--- src/rtl/ps2_pkg.sv ---
// ps2_pkg: definitions shared by the PS/2 host transmitter and receiver.
//   ps2_state_t         - controller state encoding
//   DEF_INHIBIT_CYCLES  - default clock-inhibit time before a request (100 us @ 50 MHz)
//   DEF_TIMEOUT_CYCLES  - default maximum gap between device clock edges (2 ms @ 50 MHz)
//   odd_parity()        - PS/2 parity bit for a data byte
package ps2_pkg;

    typedef logic [2:0] ps2_state_t;

    localparam ps2_state_t ST_IDLE     = 3'd0;
    localparam ps2_state_t ST_INHIBIT  = 3'd1;
    localparam ps2_state_t ST_REQ      = 3'd2;
    localparam ps2_state_t ST_SEND     = 3'd3;
    localparam ps2_state_t ST_ACK      = 3'd4;
    localparam ps2_state_t ST_WAITIDLE = 3'd5;

    localparam int unsigned DEF_INHIBIT_CYCLES = 5000;
    localparam int unsigned DEF_TIMEOUT_CYCLES = 100000;

    // Parity bit making the total count of ones over data+parity odd.
    function automatic logic odd_parity(input logic [7:0] b);
        return ~^b;
    endfunction

endpackage

--- src/rtl/ps2_edge_sync.sv ---
// ps2_edge_sync: two-flop synchronizer plus falling-edge detector for one PS/2 line.
//   clk, reset  - system clock, synchronous active-high reset (all flops reset to 1, idle line)
//   line_in     - asynchronous sensed line
//   line_sync   - synchronized line level
//   fall        - high for one cycle when line_sync goes 1 -> 0
module ps2_edge_sync (
    input  logic clk,
    input  logic reset,
    input  logic line_in,
    output logic line_sync,
    output logic fall
);

    logic meta;
    logic prev;

    always_ff @(posedge clk) begin
        if (reset) begin
            meta      <= 1'b1;
            line_sync <= 1'b1;
            prev      <= 1'b1;
        end else begin
            meta      <= line_in;
            line_sync <= meta;
            prev      <= line_sync;
        end
    end

    assign fall = prev & ~line_sync;

endmodule

--- src/rtl/ps2_host_tx.sv ---
// ps2_host_tx: PS/2 host-to-device command transmitter.
//   clk, reset          - system clock, synchronous active-high reset
//   ps2c_in, ps2d_in    - sensed PS/2 clock/data lines (asynchronous)
//   ps2c_oe, ps2d_oe    - registered open-drain enables, 1 pulls the line low
//   start, din          - transmit request and command byte (sampled in idle only)
//   busy                - transfer in progress
//   done                - one-cycle pulse at the end of a transfer
//   err                 - one-cycle pulse with done on missing ack or timeout
// The tristate buffers live in the enclosing top level; only enables are driven here.
module ps2_host_tx
    import ps2_pkg::*;
#(
    parameter int unsigned INHIBIT_CYCLES = DEF_INHIBIT_CYCLES,
    parameter int unsigned TIMEOUT_CYCLES = DEF_TIMEOUT_CYCLES
) (
    input  logic       clk,
    input  logic       reset,
    input  logic       ps2c_in,
    input  logic       ps2d_in,
    output logic       ps2c_oe,
    output logic       ps2d_oe,
    input  logic       start,
    input  logic [7:0] din,
    output logic       busy,
    output logic       done,
    output logic       err
);

    localparam int unsigned IW = $clog2(INHIBIT_CYCLES + 1);
    localparam int unsigned TW = $clog2(TIMEOUT_CYCLES + 1);
    localparam logic [IW-1:0] INH_LAST = IW'(INHIBIT_CYCLES - 1);
    localparam logic [TW-1:0] TO_MAX   = TW'(TIMEOUT_CYCLES);

    ps2_state_t    state;
    logic [7:0]    data;
    logic          parity;
    logic [3:0]    bit_cnt;
    logic [IW-1:0] inh_cnt;
    logic [TW-1:0] to_cnt;
    logic          nack;

    logic c_sync, c_fall;
    logic d_sync, d_fall_unused;
    logic timeout;

    ps2_edge_sync u_sync_c (
        .clk       (clk),
        .reset     (reset),
        .line_in   (ps2c_in),
        .line_sync (c_sync),
        .fall      (c_fall)
    );

    ps2_edge_sync u_sync_d (
        .clk       (clk),
        .reset     (reset),
        .line_in   (ps2d_in),
        .line_sync (d_sync),
        .fall      (d_fall_unused)
    );

    // A device edge arriving in the same cycle as expiry keeps the transfer alive.
    assign timeout = (to_cnt == TO_MAX) && !c_fall;

    always_ff @(posedge clk) begin
        if (reset) begin
            state   <= ST_IDLE;
            ps2c_oe <= 1'b0;
            ps2d_oe <= 1'b0;
            busy    <= 1'b0;
            done    <= 1'b0;
            err     <= 1'b0;
            data    <= '0;
            parity  <= 1'b0;
            bit_cnt <= '0;
            inh_cnt <= '0;
            to_cnt  <= '0;
            nack    <= 1'b0;
        end else begin
            done <= 1'b0;
            err  <= 1'b0;
            case (state)
                ST_IDLE: begin
                    ps2c_oe <= 1'b0;
                    ps2d_oe <= 1'b0;
                    if (start) begin
                        data    <= din;
                        parity  <= odd_parity(din);
                        busy    <= 1'b1;
                        inh_cnt <= '0;
                        ps2c_oe <= 1'b1;
                        state   <= ST_INHIBIT;
                    end
                end
                ST_INHIBIT: begin
                    if (inh_cnt == INH_LAST) begin
                        ps2d_oe <= 1'b1;
                        state   <= ST_REQ;
                    end else begin
                        inh_cnt <= inh_cnt + 1'b1;
                    end
                end
                ST_REQ: begin
                    // Release clock, keep data low as the start bit.
                    ps2c_oe <= 1'b0;
                    bit_cnt <= '0;
                    to_cnt  <= '0;
                    nack    <= 1'b0;
                    state   <= ST_SEND;
                end
                ST_SEND, ST_ACK, ST_WAITIDLE: begin
                    if (timeout) begin
                        ps2c_oe <= 1'b0;
                        ps2d_oe <= 1'b0;
                        done    <= 1'b1;
                        err     <= 1'b1;
                        busy    <= 1'b0;
                        state   <= ST_IDLE;
                    end else begin
                        to_cnt <= c_fall ? '0 : to_cnt + 1'b1;
                        if (state == ST_SEND) begin
                            // bit_cnt holds edges seen so far; this edge is bit_cnt+1.
                            if (c_fall) begin
                                bit_cnt <= bit_cnt + 4'd1;
                                if (bit_cnt < 4'd8) begin
                                    ps2d_oe <= ~data[bit_cnt[2:0]];
                                end else if (bit_cnt == 4'd8) begin
                                    ps2d_oe <= ~parity;
                                end else begin
                                    ps2d_oe <= 1'b0;
                                    state   <= ST_ACK;
                                end
                            end
                        end else if (state == ST_ACK) begin
                            if (c_fall) begin
                                bit_cnt <= bit_cnt + 4'd1;
                                nack    <= d_sync;
                                state   <= ST_WAITIDLE;
                            end
                        end else begin
                            if (c_sync && d_sync) begin
                                done  <= 1'b1;
                                err   <= nack;
                                busy  <= 1'b0;
                                state <= ST_IDLE;
                            end
                        end
                    end
                end
                default: begin
                    ps2c_oe <= 1'b0;
                    ps2d_oe <= 1'b0;
                    busy    <= 1'b0;
                    state   <= ST_IDLE;
                end
            endcase
        end
    end

endmodule

--- config.mk ---
export PLATFORM = sky130hd
export DESIGN_NAME = ps2_host_tx
export DESIGN_NICKNAME = d
export VERILOG_FILES = /design/src/rtl/ps2_pkg.sv /design/src/rtl/ps2_edge_sync.sv /design/src/rtl/ps2_host_tx.sv
export SDC_FILE = /design/constraint.sdc
export NUM_CORES = 1
export LEC_CHECK = 0
export BUFFER_PORTS_ARGS = -buffer_cell sky130_fd_sc_hd__buf_2
export CAP_MARGIN = 20
export CORE_ASPECT_RATIO = 1.25
export CORE_MARGIN = 2
export CORE_UTILIZATION = 40
export DETAILED_ROUTE_END_ITERATION = 12
export GPL_ROUTABILITY_DRIVEN = 0
export PLACE_DENSITY_LB_ADDON = 0.15
export RECOVER_POWER = 25
export SLEW_MARGIN = 10
export SYNTH_ARGS = -nofsm -noshare
export SYNTH_HDL_FRONTEND = slang
export SYNTH_HIERARCHICAL = 1
export SYNTH_SLANG_ARGS = --single-unit
--- constraint.sdc ---
create_clock -name clk -period 2.07 [get_ports clk]
set_clock_uncertainty 0.15 [all_clocks]
set_input_delay 0 -clock clk [delete_from_list [all_inputs] [get_ports clk]]
set_output_delay 0 -clock clk [all_outputs]
set_load 0.005 [all_outputs]
==> results of run 1 <==
[final cells by class]
type / instances / area [um2]
multi-input cells: 258 / 1760
clock buffers: 13 / 149
well taps: 90 / 113
flip-flops and latches: 57 / 1150
fillers: 667 / 3040
repair buffers: 88 / 682
inverters: 13 / 48.8
clock inverters: 3 / 40.0
[state kept, by name (all words and copies together) (netlist names)]
name                count
nack                    1
u_sync_c/meta           1
data                    8
state                   3
done                    1
ps2c_oe                 1
to_cnt                 17
err                     1
bit_cnt                 4
busy                    1
u_sync_c/prev           1
u_sync_d/meta           1
u_sync_c/line_sync      1
u_sync_d/line_sync      1
parity                  1
inh_cnt                13
ps2d_oe                 1
[metal layers]
layer | share of wire (%) | GRT usage [%] | wire length (um)
met2 | 54 | 33.7 | 3820
met3 | 2.5 | 5.31 | 173
met1 | 42 | 21.8 | 2980
met4 | 0.84 | 7.82 | 59
met5 | 0 | 0 | 0
[layout by cell type (no fill, tap or decap), drive strengths merged, types with 6 or more instances in the layout]
cell type    count
or2              6
nor3             9
a21oi           34
xnor2           14
clkbuf          14
o2111ai          8
buf             73
dlygate4sd3     14
or3              7
nand3            7
xor2            13
nand2           33
o21ai           23
o211ai           7
dfxtp           57
inv             13
nor2            41
[per-stage QoR]
step           area [um2]  utilization [%]  hold slack [ns]
6_report             3940             56.5            0.256
5_1_grt              3940             56.5            0.274
3_5_place_dp         3360             48.2           0.0349
3_3_place_gp         3360             48.2           0.0275
4_1_cts              3730             53.5            0.258
2_1_floorplan        2890                -          -0.0529
[report_power, final]
group / leakage [nW] / internal (W) / switching [W]
combinational: 0.894 / 0.000509 / 0.000621
clock: 0.0974 / 0.000586 / 0.000424
sequential: 0.465 / 0.00119 / 0.0000510
total: 1.46 / 0.00229 / 0.00110
[how the worst max path moves through the flow]
stage                     startpoint          to  slack, ns  cells past startpoint
after global routing      inh_cnt[3]    state[2]      -0.14                      6
after floorplan           inh_cnt[3]    state[0]      -0.02                      7
final                     inh_cnt[3]    state[2]      -0.07                      6
after detailed placement  inh_cnt[4]  inh_cnt[7]      -0.08                      6
after CTS                 inh_cnt[4]    state[0]      -0.07                      6
after global placement    inh_cnt[4]  inh_cnt[7]      -0.08                      6
[timing repair]
item / 4_1_cts / 5_1_grt
hold buffers: 14 / 0
resized for setup: 10 / 52
cloned: 0 / 1
pin swaps: 8 / 25
setup buffers: 1 / 4
endpoints found under the setup margin: 32 / 40
endpoints found under the hold margin: 19 / 0
==> reports/metrics.yaml, run 1 <==
route:
  wire_per_inst_um: 13.5
  via_per_inst: 5.22
  drc: 0
  routed_wl_um: 7040
  ant_nets: 0
  first_iter_violations: 96
  dr.pass1.iters: 4
  vias: 2727
outcome:
  status: "finished with violations"
  violations: "negative setup slack"
final_layout:
  area_growth_pct: 36.3
  drive_gt1_share_pct: 30.6
  fin_cells: 522
  fin_nets: 445
  diodes: 0
worst_setup_path:
  r2r_slack_ns: -0.07
  reg2reg_from: "inh_cnt[3]"
  r2r_end: "state[2]"
  worst_path_max_delay_cell: "or4b_1"
  start_kind: "flop"
  cp.buffers_inverters: 0
  cpLargestDelayFamily: "simple AND/OR/NAND/NOR gates"
  crit_type: "flop to flop"
  reg2reg_depth: 6
  critPathMaxStageDelay_ns: 0.50
  crit_path_end_kind: "flop"
  cp_max_fo: 4
  arrival_ns: 2.26
  path_cells: "or4b_1 > o31a_1 > a21oi_4 > o21ai_2 > or3_1 > a21oi_2"
  cp.required_ns: 2.19
global_route:
  grt_max_degree: 20
  grt.total_usage_pct: 19.3
  overflow: 0
  grt_pass1_wl_um: 12000
  antenna_found_initial: 0
  grt_pass1_vias: 2701
cts:
  cts_buffer_depth: 2
  cts_tree: "yes"
  clock_latency_ns: 0.33
  htree_levels: 3
  cts_made_buffers: 9
  ctsRootBufferMaster: "clkbuf_8"
  clk_pin_slew_worst_paths_ns: 0.06
  clock_sinks: 57
die:
  io_pins: 18
  std_cell_rows: 34
  fp.dieH_um: 99.0
  start_util_pct: 41.4
  die_w_um: 80.0
  die_area_um2: 7930
  core_area_um2: 6980
hold_path:
  hold_depth: 1
  hold_end: "u_sync_c/line_sync"
  hp-class: "flop to flop"
  min-delay-start: "u_sync_c/meta"
sta:
  rsz0062_at_grt: "true"
  finalHoldViolations: 0
  finalWorstSetupSlack_ns: -0.0709
  worstMarginPinSlew_ns: 0.485
  slew_headroom_pct: 67.7
  max_freq_mhz: 467
  drv_slew: 0
  post-route-min-period_ns: 2.14
  setup-violations-final: 9
  timing.final.crit_share_pct: 103
  tns_ns: -0.237
logic_synthesis:
  yosysWarnings: 6
  syn_nets: 361
  syn_area_per_cell_um2: 8.43
  syn-cell-area_um2: 2890
  syn_inst: 343
pwr:
  power_density_nw_per_um2: 858
  irDropWorstVdd_uv: 701
  leakage_nw: 1.46
  total_power_w: 0.00338
placement:
  dp.cells: 486
  numPortBuffers: 17
  dpl.hpwl_um: 4730
  preCtsSetupSlack_ns: -0.0792
job:
  drv_cap: 0
Power figures use the tool's default switching activity.
==> run 2, diff against run 1 <==
Settings changed: ABC_AREA from default to 1.
Clock period 2.07 ns to 2.29 ns, I/O delays scaled along.
==> run 2 against run 1 <==
Effect of this change:
- the flow now finishes without violations
- first-iteration DRC count is 15% higher
- cell count is 24% higher
- clock-buffer cell count down 3
- wire length is 14% higher
- critical path type unchanged
==> reports/metrics.yaml, run 2 <==
cts:
  cts_tree: "yes"
  clock_sinks: 57
  clk_pin_slew_worst_paths_ns: 0.06
  post_cts_buffers: 0
  ctsRootBufferMaster: "clkbuf_8"
  cts_buffer_depth: 2
  clock_latency_ns: 0.33
  htree_levels: 3
  cts_made_buffers: 9
pwr:
  power_density_nw_per_um2: 926
  leakage_nw: 1.57
  swShare_pct: 40.6
  combPwrFrac_pct: 39.8
  p_switching_w: 0.00142
  power_frac_seq_pct: 34.5
  total_power_w: 0.00350
  p_int_w: 0.00208
  power.share.clock_pct: 25.7
  irDropWorstVdd_uv: 448
final_layout:
  area_growth_pct: 17.4
  nFillCells: 822
  fin_nets: 568
  largest_register_ffs: 17
  mostFrequentLayoutCells: "nand2_1 (137), nor2_1 (67), nand3_1 (58), dfxtp_1 (57), inv_1 (56)"
  top_regs: "to_cnt: 17 flops, inh_cnt: 13 flops, data: 8 flops"
  diodes: 0
  final_common_cell: "nand2_1"
  drive_gt1_share_pct: 8.86
  largest-register: "to_cnt"
sta:
  drv_slew: 0
  tns_ns: 0
  slew_headroom_pct: 63.2
  timing.final.crit_share_pct: 90.3
  max_freq_mhz: 484
  rsz0062_at_grt: "false"
  post-route-min-period_ns: 2.07
  setup-violations-final: 0
  finalHoldViolations: 0
  worstMarginPinSlew_ns: 0.548
worst_setup_path:
  cp.buffers_inverters: 3
  crit_type: "flop to flop"
  arrival_ns: 2.13
  cp.required_ns: 2.35
  critPathMaxStageDelay_ns: 0.58
  cpLargestDelayFamily: "buffers and inverters"
  worst_path_max_delay_cell: "dlygate4sd3_1"
  crit_path_end_kind: "flop"
  cp_max_fo: 9
  start_kind: "flop"
  path_cells: "inv_2 > nand3_1 > clkinv_1 > nand2_1 > a21oi_1 > dlygate4sd3_1"
route:
  dr.pass1.iters: 5
  vias: 3317
  via_per_inst: 5.12
  drc: 0
  ant_nets: 0
  wire_per_inst_um: 12.3
  routed_wl_um: 8000
  first_iter_violations: 110
logic_synthesis:
  syn_inst: 507
  syn-cell-area_um2: 3220
  syn_nets: 525
  yosysWarnings: 6
  syn_area_per_cell_um2: 6.35
global_route:
  overflow: 0
  grt.total_usage_pct: 19.4
  antenna_found_initial: 0
  grt_max_degree: 21
  grt_pass1_vias: 3164
  grt_pass1_wl_um: 14100
die:
  io_pins: 18
  die_w_um: 84.3
  start_util_pct: 41.3
  std_cell_rows: 36
  fp.dieH_um: 104
  die_area_um2: 8790
  core_area_um2: 7790
job:
  drv_cap: 0
outcome:
  status: "complete, no violations"
placement:
  numPortBuffers: 17
  dpl.hpwl_um: 5850
hold_path:
  hp-class: "input port to flop"
[run 2: cell count changes in the layout (fill, tap and decap cells not counted), moves of 8 or more]
cell	change
a21oi_1	+17
nand2_1	+105
xnor2_1	-8
buf_4	-43
nor2_1	+28
nand4_1	+9
inv_1	+43
buf_6	-8
nand3_1	+51
[run 2: worst paths after layout]
| check | slack (ns) | startpoint | cells past startpoint | end |
|---|---|---|---|---|
| max | 0.22 | state[2] | 6 | data[4] |
| min | 0.03 | start | 6 | busy |
| max reg2reg | 0.22 | state[2] | 6 | data[4] |
| min reg2reg | 0.27 | u_sync_d/meta | 2 | u_sync_d/line_sync |
[run 2: power by group through the flow]
stage	combinational [W]	clock, W	sequential, W
3_3_place_gp	0.00132	0	0.00122
4_1_cts	0.00137	0.000925	0.00121
3_5_place_dp	0.00132	0	0.00123
6_report	0.00139	0.000900	0.00121
5_1_grt	0.00158	0.000972	0.00123
2_1_floorplan	0.00101	0	0.00121
[run 2: final cells by class]
type	instances	area (um2)	share of cell area [%]
multi-input combinational	377	1790	47.2
sequential	57	1140	30.2
timing repair buffer	42	310	8.20
inverter	62	239	6.32
clock buffer	10	138	3.64
tap	95	119	3.14
clock inverter	4	45.0	1.19
timing repair inverter	1	5.00	0.132
[run 2: tightest hold or removal path: stages]
cell	delay, ns
buf_2	0.09
nor2_1	0.05
nor2_1	0.12
nand4_1	0.11
nand2_1	0.06
nor2_1	0.03
[run 2: timing repair]
item | 4_1_cts | 5_1_grt
hold buffers | 18 | 0
endpoints found under the hold margin | 19 | 0
resized for setup | 0 | 1
setup endpoints to repair | 0 | 11
[run 2: through the flow]
stage          setup WS, ns  cell area, um2  instances  utilization, %  hold WS, ns
2_1_floorplan         0.572            3220        507               -      -0.0652
3_3_place_gp          0.240            3420        615            43.9       0.0194
3_5_place_dp          0.215            3420        615            43.9       0.0323
4_1_cts               0.168            3780        647            48.5       0.0179
5_1_grt              0.0347            3780        648            48.5       0.0522
6_report              0.223            3780        648            48.5       0.0298
[run 2: routing by layer]
layer	vias to the layer above	share of wire, %	GRT usage, %
li1	1718	-	-
met1	1516	44	22.8
met2	73	51	34.1
met3	10	3.2	3.73
met4	0	1.1	7.72
met5	-	0	0
==> run 3, diff against run 2 <==
Settings changed: CORE_UTILIZATION 40 to 25, REMOVE_ABC_BUFFERS from default to 1.
==> run 3 against run 2 <==
Effect of this change:
- cell count increased by 12%
- maximum frequency decreased by 3.6%
- combinational power about the same
- power increased by 8.8%
- wire length increased by 9.7%
- first-iteration DRC count increased by 45%
- flip-flop and latch count unchanged
- critical endpoint is now data[5]
==> reports/metrics.yaml, run 3 (synthesis gave the netlist of run 2 again) <==
pwr:
  power_density_nw_per_um2: 961
  power.share.clock_pct: 31.8
  leakage_nw: 1.62
  combPwrFrac_pct: 36.4
  p_int_w: 0.00231
  power_frac_seq_pct: 31.8
  swShare_pct: 39.3
  p_switching_w: 0.00150
  irDropWorstVdd_uv: 348
final_layout:
  largest-register: "to_cnt"
  area_growth_pct: 23.1
  fin_nets: 569
  diodes: 0
  final_core_util_pct: 31.3
  multi_input_area_um2: 1790
  largest_register_ffs: 17
  regArea_um2: 1140
  drive_gt1_share_pct: 8.83
  top_regs: "to_cnt: 17 flops, inh_cnt: 13 flops, data: 8 flops"
  mostFrequentLayoutCells: "nand2_1 (137), nor2_1 (66), nand3_1 (59), inv_1 (57), dfxtp_1 (57)"
  nFillCells: 1448
  final_common_cell: "nand2_1"
worst_setup_path:
  start_kind: "flop"
  crit_path_end_kind: "flop"
  cp_max_fo: 9
  path_cells: "inv_2 > nand3_1 > clkinv_1 > nand2_1 > a21oi_1 > dlygate4sd3_1"
  cp.required_ns: 2.35
  crit_type: "flop to flop"
  critPathMaxStageDelay_ns: 0.58
  cpLargestDelayFamily: "buffers and inverters"
  reg2reg_from: "state[2]"
  worst_path_max_delay_cell: "dlygate4sd3_1"
  timing.critical_path.from: "state[2]"
  cp.buffers_inverters: 3
  arrival_ns: 2.21
sta:
  drv_slew: 0
  finalWorstSetupSlack_ns: 0.145
  timing.final.crit_share_pct: 93.7
  max_freq_mhz: 466
  finalHoldViolations: 0
  tns_ns: 0
  worstMarginPinSlew_ns: 0.434
  setup-violations-final: 0
  fin_hold_ws_ns: 0.0703
  rsz0062_at_grt: "false"
  post-route-min-period_ns: 2.15
  slew_headroom_pct: 71.1
global_route:
  overflow: 0
  antenna_found_initial: 0
  grt_pass1_vias: 3160
  grt_max_degree: 21
  grt.total_usage_pct: 13.5
  grt_pass1_wl_um: 14800
hold_path:
  min-delay-start: "start"
  hp-class: "input port to flop"
cts:
  ctsRootBufferMaster: "clkbuf_16"
  cts_tree: "yes"
  htree_levels: 3
  cts_made_buffers: 9
  post_cts_buffers: 0
  clock_sinks: 57
  clk_pin_slew_worst_paths_ns: 0.05
  clock_latency_ns: 0.33
  cts_buffer_depth: 2
placement:
  preCtsSetupSlack_ns: 0.186
  dpl.hpwl_um: 6480
  numPortBuffers: 17
route:
  routed_wl_um: 8780
  vias: 3309
  dr.pass1.iters: 4
  drc: 0
  via_per_inst: 4.58
  wire_per_inst_um: 12.1
  first_iter_violations: 159
  ant_nets: 0
job:
  drv_cap: 0
die:
  fp.dieH_um: 131
  start_util_pct: 25.4
  core_area_um2: 12700
  io_pins: 18
  std_cell_rows: 46
  die_w_um: 106
  die_area_um2: 13800
outcome:
  status: "complete, no violations"
[run 3: final cells by class]
type / count / area share [%]
sequential: 57 / 28.8
inverter: 62 / 5.93
clock buffer: 11 / 6.12
timing repair buffer: 44 / 8.33
clock inverter: 4 / 0.505
multi-input combinational: 377 / 45.0
tap: 168 / 5.30
[run 3: what timing repair did]
action                                 CTS  global route
hold buffers                            19             0
endpoints found under the hold margin   15             0
setup endpoints to repair                0             5
resized for setup                        0             2
[run 3: metal layers]
metal / global-route usage, % / vias up / part of all wire (%)
li1: - / 1727 / -
met1: 15.2 / 1532 / 45
met2: 25.1 / 39 / 51
met4: 6.27 / 0 / 1.5
met3: 2.08 / 11 / 3.0
met5: 0 / - / 0
[run 3: final timing paths]
path / endpoint / slack [ns] / cells past startpoint
max reg2reg: data[5] / 0.14 / 6
min: ps2c_oe / 0.07 / 3
max: data[5] / 0.14 / 6
min reg2reg: u_sync_c/line_sync / 0.26 / 2
[run 3: power by group through the flow]
stage          combinational [W]  sequential [W]  clock, W
2_1_floorplan           0.000915         0.00121         0
3_3_place_gp             0.00134         0.00123         0
3_5_place_dp             0.00135         0.00123         0
4_1_cts                  0.00140         0.00121   0.00125
5_1_grt                  0.00159         0.00123   0.00129
6_report                 0.00139         0.00121   0.00121
[run 3: stage by stage]
stage | std cells | instance area (um2) | power (W)
6_report | 723 | 3970 | 0.00381
5_1_grt | 723 | 3970 | 0.00411
4_1_cts | 723 | 3970 | 0.00386
3_5_place_dp | 689 | 3520 | 0.00258
3_3_place_gp | 689 | 3520 | 0.00257
2_1_floorplan | 496 | 3160 | 0.00212
[run 3: worst register-to-register path: stages, from the launching register on]
cell	delay (ns)
dfxtp_1	0.42
inv_2	0.09
nand3_1	0.28
clkinv_1	0.32
nand2_1	0.13
a21oi_1	0.07
dlygate4sd3_1	0.58
